===== config.mk =====
export PLATFORM = sky130hd
export DESIGN_NAME = uart_pixel_framer
export DESIGN_NICKNAME = d
export VERILOG_FILES = /design/src/rtl/uart_pixel_framer.sv
export SDC_FILE = /design/constraint.sdc
export NUM_CORES = 1
export LEC_CHECK = 0
export ABC_AREA = 0
export CAP_MARGIN = 15
export CORE_MARGIN = 2
export CORE_UTILIZATION = 62
export CTS_CLUSTER_DIAMETER = 200
export DETAILED_ROUTE_END_ITERATION = 8
export GPL_ROUTABILITY_DRIVEN = 0
export GPL_TIMING_DRIVEN = 0
export HOLD_SLACK_MARGIN = 0.05
export PLACE_DENSITY = 0.84
export SYNTH_ARGS = -nofsm -noshare
export SYNTH_HDL_FRONTEND = slang
export SYNTH_SLANG_ARGS = --single-unit

===== constraint.sdc =====
create_clock -name clk -period 6.1 [get_ports clk]
set_input_delay 1.22 -clock clk [delete_from_list [all_inputs] [get_ports clk]]
set_output_delay 1.22 -clock clk [all_outputs]
set_load 0.01 [all_outputs]

===== src/rtl/uart_pixel_framer.sv =====
// uart_pixel_framer: parses a SYNC/W/H header from the UART byte stream and
// forwards exactly W*H pixel bytes, tagged with sof/eol/eof markers.
// Bytes outside a frame are dropped; a stalled frame is aborted by an
// inter-byte timeout so the parser always returns to hunting for sync.
module uart_pixel_framer #(
  parameter int unsigned DATA_W      = 8,
  parameter int unsigned DIM_W       = 16,
  parameter int unsigned MAX_DIM     = 1024,
  parameter logic [DATA_W-1:0] SYNC_BYTE = 'hA5,
  parameter int unsigned TIMEOUT_CYC = 100000
) (
  input  logic              clk,
  input  logic              rst,
  input  logic [DATA_W-1:0] in_data,
  input  logic              in_valid,
  output logic [DATA_W-1:0] pixel_out,
  output logic              pixel_out_valid,
  output logic              sof,
  output logic              eol,
  output logic              eof,
  output logic [DIM_W-1:0]  img_width,
  output logic [DIM_W-1:0]  img_height,
  output logic              frame_busy,
  output logic              hdr_err,
  output logic              timeout_err
);

  localparam int unsigned LP_HDR_W = 2 * DATA_W;
  localparam int unsigned LP_TO_W  = $clog2(TIMEOUT_CYC + 1);

  localparam logic [LP_HDR_W-1:0] LP_MAX_HDR = LP_HDR_W'(MAX_DIM);
  localparam logic [LP_TO_W-1:0]  LP_TO_LAST = LP_TO_W'(TIMEOUT_CYC - 1);
  localparam logic [LP_TO_W-1:0]  LP_TO_ONE  = LP_TO_W'(1);
  localparam logic [DIM_W-1:0]    LP_DIM_ONE = DIM_W'(1);

  typedef enum logic [2:0] {
    ST_IDLE   = 3'd0,
    ST_HDR0   = 3'd1,
    ST_HDR1   = 3'd2,
    ST_HDR2   = 3'd3,
    ST_HDR3   = 3'd4,
    ST_STREAM = 3'd5
  } state_t;

  state_t              r_state;
  logic [DATA_W-1:0]   r_w_hi;
  logic [DATA_W-1:0]   r_w_lo;
  logic [DATA_W-1:0]   r_h_hi;
  logic [DIM_W-1:0]    r_col;
  logic [DIM_W-1:0]    r_row;
  logic [LP_TO_W-1:0]  r_to_cnt;

  logic [DATA_W-1:0]   r_pix;
  logic                r_pix_vld;
  logic                r_sof;
  logic                r_eol;
  logic                r_eof;
  logic [DIM_W-1:0]    r_img_width;
  logic [DIM_W-1:0]    r_img_height;
  logic                r_busy;
  logic                r_hdr_err;
  logic                r_timeout_err;

  logic [LP_HDR_W-1:0] w_hdr_w;
  logic [LP_HDR_W-1:0] w_hdr_h;
  logic                w_hdr_ok;
  logic                w_last_col;
  logic                w_last_row;

  // Header is validated while the H_lo byte is still on the input bus.
  assign w_hdr_w  = {r_w_hi, r_w_lo};
  assign w_hdr_h  = {r_h_hi, in_data};
  assign w_hdr_ok = (w_hdr_w != '0) && (w_hdr_w <= LP_MAX_HDR) &&
                    (w_hdr_h != '0) && (w_hdr_h <= LP_MAX_HDR);

  // Latched dimensions are >= 1 by construction, so "-1" cannot underflow.
  assign w_last_col = (r_col == (r_img_width  - LP_DIM_ONE));
  assign w_last_row = (r_row == (r_img_height - LP_DIM_ONE));

  // Framing FSM: header parse, pixel forwarding with markers, timeout abort.
  always_ff @(posedge clk) begin
    if (rst) begin
      r_state       <= ST_IDLE;
      r_col         <= '0;
      r_row         <= '0;
      r_to_cnt      <= '0;
      r_pix         <= '0;
      r_pix_vld     <= 1'b0;
      r_sof         <= 1'b0;
      r_eol         <= 1'b0;
      r_eof         <= 1'b0;
      r_img_width   <= '0;
      r_img_height  <= '0;
      r_busy        <= 1'b0;
      r_hdr_err     <= 1'b0;
      r_timeout_err <= 1'b0;
    end else begin
      // Per-pixel qualifiers and error flags are single-cycle pulses.
      r_pix_vld     <= 1'b0;
      r_sof         <= 1'b0;
      r_eol         <= 1'b0;
      r_eof         <= 1'b0;
      r_hdr_err     <= 1'b0;
      r_timeout_err <= 1'b0;

      if (r_state == ST_IDLE) begin
        r_to_cnt <= '0;
        if (in_valid && (in_data == SYNC_BYTE)) begin
          r_state <= ST_HDR0;
          r_busy  <= 1'b1;
        end
      end else if (in_valid) begin
        // A byte arriving on the timeout cycle is consumed; no abort.
        r_to_cnt <= '0;
        case (r_state)
          ST_HDR0: begin
            r_w_hi  <= in_data;
            r_state <= ST_HDR1;
          end
          ST_HDR1: begin
            r_w_lo  <= in_data;
            r_state <= ST_HDR2;
          end
          ST_HDR2: begin
            r_h_hi  <= in_data;
            r_state <= ST_HDR3;
          end
          ST_HDR3: begin
            if (w_hdr_ok) begin
              r_img_width  <= DIM_W'(w_hdr_w);
              r_img_height <= DIM_W'(w_hdr_h);
              r_col        <= '0;
              r_row        <= '0;
              r_state      <= ST_STREAM;
            end else begin
              r_hdr_err <= 1'b1;
              r_busy    <= 1'b0;
              r_state   <= ST_IDLE;
            end
          end
          ST_STREAM: begin
            r_pix     <= in_data;
            r_pix_vld <= 1'b1;
            r_sof     <= (r_col == '0) && (r_row == '0);
            r_eol     <= w_last_col;
            r_eof     <= w_last_col && w_last_row;
            if (w_last_col) begin
              r_col <= '0;
              if (w_last_row) begin
                r_row   <= '0;
                r_busy  <= 1'b0;
                r_state <= ST_IDLE;
              end else begin
                r_row <= r_row + LP_DIM_ONE;
              end
            end else begin
              r_col <= r_col + LP_DIM_ONE;
            end
          end
          default: begin
            r_busy  <= 1'b0;
            r_state <= ST_IDLE;
          end
        endcase
      end else if (r_to_cnt == LP_TO_LAST) begin
        r_timeout_err <= 1'b1;
        r_busy        <= 1'b0;
        r_to_cnt      <= '0;
        r_col         <= '0;
        r_row         <= '0;
        r_state       <= ST_IDLE;
      end else begin
        r_to_cnt <= r_to_cnt + LP_TO_ONE;
      end
    end
  end

  assign pixel_out       = r_pix;
  assign pixel_out_valid = r_pix_vld;
  assign sof             = r_sof;
  assign eol             = r_eol;
  assign eof             = r_eof;
  assign img_width       = r_img_width;
  assign img_height      = r_img_height;
  assign frame_busy      = r_busy;
  assign hdr_err         = r_hdr_err;
  assign timeout_err     = r_timeout_err;

endmodule


==> results.tsv <==
stage	metric	value	unit
pwr	leakage	2.587	nW
global_route	grt.total_usage	30.60	%
logic_synthesis	synthMuxAreaShare	0.4825	%
global_route	grt_pass1_vias	5608	
routing	dr_total_vias	5859	
clocking	path_clk_slew	0.06	ns
sta	slew_viol_final	0	
pwr	p_per_area	247.8	mW/mm2
sta	timing_hold_violations_final	0	
logic_synthesis	seq_area_frac_synth	43.43	%
die	rows	36	
die	dieArea	0.01086	mm2
logic_synthesis	ys_ff_latch	123	
worst_setup_path	crit_chain	clkdlybuf4s50_1, nor4_1, nand4_1, a2111oi_0, o2111ai_1, a22oi_1, clkbuf_1, o21ai_0	
clocking	clock_path_buffers	2	
final_layout	num-nets-final	804	
clocking	cts_setup_buffers	0	
die	start_util	63.67	%
logic_synthesis	synth_xor_area_share	9.087	%
place	port_buffers	57	
routing	wire_per_inst	17.70	um
logic_synthesis	yosys_warnings	0	
logic_synthesis	ys_top_cells_by_area	dfxtp_1, edfxtp_1, nand2_1	
sta	period_minus_slack	5.108	ns
pwr	p_switching	0.4345	mW
logic_synthesis	synth.avg_cell_area	8.778	um2
worst_setup_path	cp.arrival	5.49	ns
final_layout	antenna_cells	0	
routing	met3_length	1431	um
logic_synthesis	synth_top_area_share	31.85	%
worst_setup_path	cpPeakStageDelay	1.00	ns
logic_synthesis	synthSimpleGateAreaFrac	26.74	%
run_status	status	complete, no violations	
clocking	cts_tree	built	
sta	worst_slew_pin_slew	1.148	ns
routing	drtIter0Drc	463	
die	ios	58	
worst_setup_path	rr_endpoint	r_row[0]$_SDFFE_PP0P_	
routing	routed.top_layer	met4	
global_route	grt_max_degree	17	
logic_synthesis	synth.largest_area_cell	dfxtp_1	
clocking	cts_made_buffers	17	
sta	rsz0062_at_grt	false	
clocking	root_buffer	clkbuf_8	
global_route	antenna_found_initial	0	
clocking	ctsResizeCount	0	
place	dp_hpwl	11670	um
logic_synthesis	synth_compound_area_share	14.94	%
clocking	clk_latency	0.52	ns
logic_synthesis	synth_edf_count	24	
logic_synthesis	synth_top_family_by_area	simple AND/OR/NAND/NOR gates	
final_layout	layout-drive-gt1-share	7.134	%
logic_synthesis	synth_adder_area_share	1.407	%
routing	wl_met2	7916	um
sta	relSlewSlack	22.88	%
worst_setup_path	crit_start	in_data[3]	
routing	routed_wl	16500	um
worst_setup_path	worstSetupEndpointType	flop	
sta	setup_viol	0	
logic_synthesis	syn-num-nets	727	
flow_run	drv_cap	0	
pwr	seqPwrFrac	44.4	%
routing	ant_nets	0	
worst_setup_path	reg2reg_depth	7	
routing	vias_per_cell	6.286	
global_route	grt_pass1_wl	26830	um
worst_setup_path	crit_type	input port to flop	
worst_setup_path	cp-endpoint	r_row[0]$_SDFFE_PP0P_	
clocking	htree_levels	4	
place	post-place-cells	900	
routing	wl_met1	6669	um
clocking	hold_buffers	0	
worst_setup_path	critical-path-top-delay-family	compound AO/OA/AOI/OAI gates	
pwr	p_comb_share	2.4	%
worst_setup_path	r2r_start	r_w_hi[3]$_DFFE_PP_	
logic_synthesis	synth_cell_types	74	
sta	period_share	83.73	%
pwr	ir_drop	0.0002895	V
pwr	swShare	23.19	%
sta	fin_setup_tns	0	ns
pwr	clkPwrFrac	53.3	%
logic_synthesis	syn-cell-area	0.006223	mm2
worst_setup_path	r2r_slack	1.88	ns
logic_synthesis	synthCells	709	
worst_setup_path	cp_max_fo	10	
die	die_x	104.2	um
final_layout	area_delta_synth_final	21.47	%
worst_setup_path	worst_ep_required_time	6.49	ns
clocking	cts.sinks	123	
logic_synthesis	synth-main-ff-cell	dfxtp_1	
logic_synthesis	async_flop_share	0	%
pwr	internal-power	1.439	mW
worst_setup_path	startpoint_type	input port	
sta	max_freq	195.8	MHz
final_layout	final_cells	932	
worst_setup_path	crit_slowest_cell	a2111oi_0	
routing	drc_errors	0	
die	core-area	0.009774	mm2
die	fp.dieH	104.2	um
worst_setup_path	cp.depth	8	
hold_path	holdCritPathClass	flop to flop	
routing	dr.pass1.iters	6	
global_route	overflow	0	
worst_setup_path	worst-path-buf-inv	2	
sta	fin_skew	0.009338	ns
through the flow:
stage	hold WS, ns	total power [mW]	util (%)	instance area (um2)	setup slack (ns)
floorplan	0.4176	0.8710	-	6223	2.329
global placement	0.4287	0.8908	71.21	6960	0.6656
detailed placement	0.4356	0.8919	71.33	6972	0.6616
CTS	0.4500	1.874	77.34	7560	1.172
global route	0.4714	1.918	77.34	7560	0.6602
finish	0.4508	1.874	77.34	7560	0.9925
cell usage in the layout (no fill, tap or decap), types with 23 or more instances in the layout:
master,Yosys,routed
xor2_1,23,23
clkbuf_1,31,31
nand3_1,31,31
xnor2_1,39,39
a21oi_1,42,42
nand2_1,96,96
edfxtp_1,24,24
nor2_1,60,60
clkdlybuf4s50_1,0,57
dfxtp_1,99,99
inv_1,27,27
per-layer routing:
layer,global-route usage (%),up-vias
met5,0,-
met1,38.15,2759
met3,7.331,54
met4,12.45,0
li1,-,2731
met2,51.08,315
synth_stat cells, types with 7 or more instances:
master and count:
a21oi_1 42, xnor2_1 39, xor2_1 23, clkbuf_1 31, nand2_1 96, or4_1 9, nand4_1 14, nor2_1 60
inv_1 27, dfxtp_1 99, nor3_1 13, o21ai_0 15, nand3_1 31, edfxtp_1 24, ha_1 7, and3_1 22
nor4_1 22
power by group through the flow:
stage / clock, mW / sequential, mW / combinational, mW
final: 0.998 / 0.832 / 0.0443
after global routing: 1.04 / 0.832 / 0.0475
after CTS: 0.999 / 0.832 / 0.0429
after detailed placement: 0 / 0.849 / 0.0425
after global placement: 0 / 0.849 / 0.0415
after floorplan: 0 / 0.849 / 0.0219
worst min-delay path by stage:
stage / start / to / slack, ns / cells after the start
after detailed placement: r_to_cnt[0]$_SDFF_PP0_ / r_to_cnt[0]$_SDFF_PP0_ / 0.44 / 1
final: r_to_cnt[0]$_SDFF_PP0_ / r_to_cnt[0]$_SDFF_PP0_ / 0.45 / 1
after global routing: r_to_cnt[0]$_SDFF_PP0_ / r_to_cnt[0]$_SDFF_PP0_ / 0.47 / 1
after floorplan: r_to_cnt[0]$_SDFF_PP0_ / r_to_cnt[0]$_SDFF_PP0_ / 0.42 / 1
after global placement: r_to_cnt[0]$_SDFF_PP0_ / r_to_cnt[0]$_SDFF_PP0_ / 0.43 / 1
after CTS: r_to_cnt[0]$_SDFF_PP0_ / r_to_cnt[0]$_SDFF_PP0_ / 0.45 / 1
final cells by class:
class,count,area (um2)
multi-input cells,525,3283
clock inverters,15,173.9
flip-flops and latches,123,2703
plain buffers,34,142.6
well taps,133,166.4
fillers,675,2215
inverters,27,101.3
repair buffers,58,575.6
clock buffers,17,414.1
registers in the layout (all words and copies together), names as in the netlist, 16 cells and up:
name	flops
r_row	16
img_height	16
r_col	16
r_to_cnt	17
img_width	16
cell families after synthesis:
family | Yosys count
xor gates and xnor gates | 63
muxes | 3
adders and majority gates | 7
and+or+nand+nor | 320
DFF | 123
buffers and inverters | 61
AOI/OAI and AO/OA | 132
No activity file was read; power rests on OpenSTA's default activity.
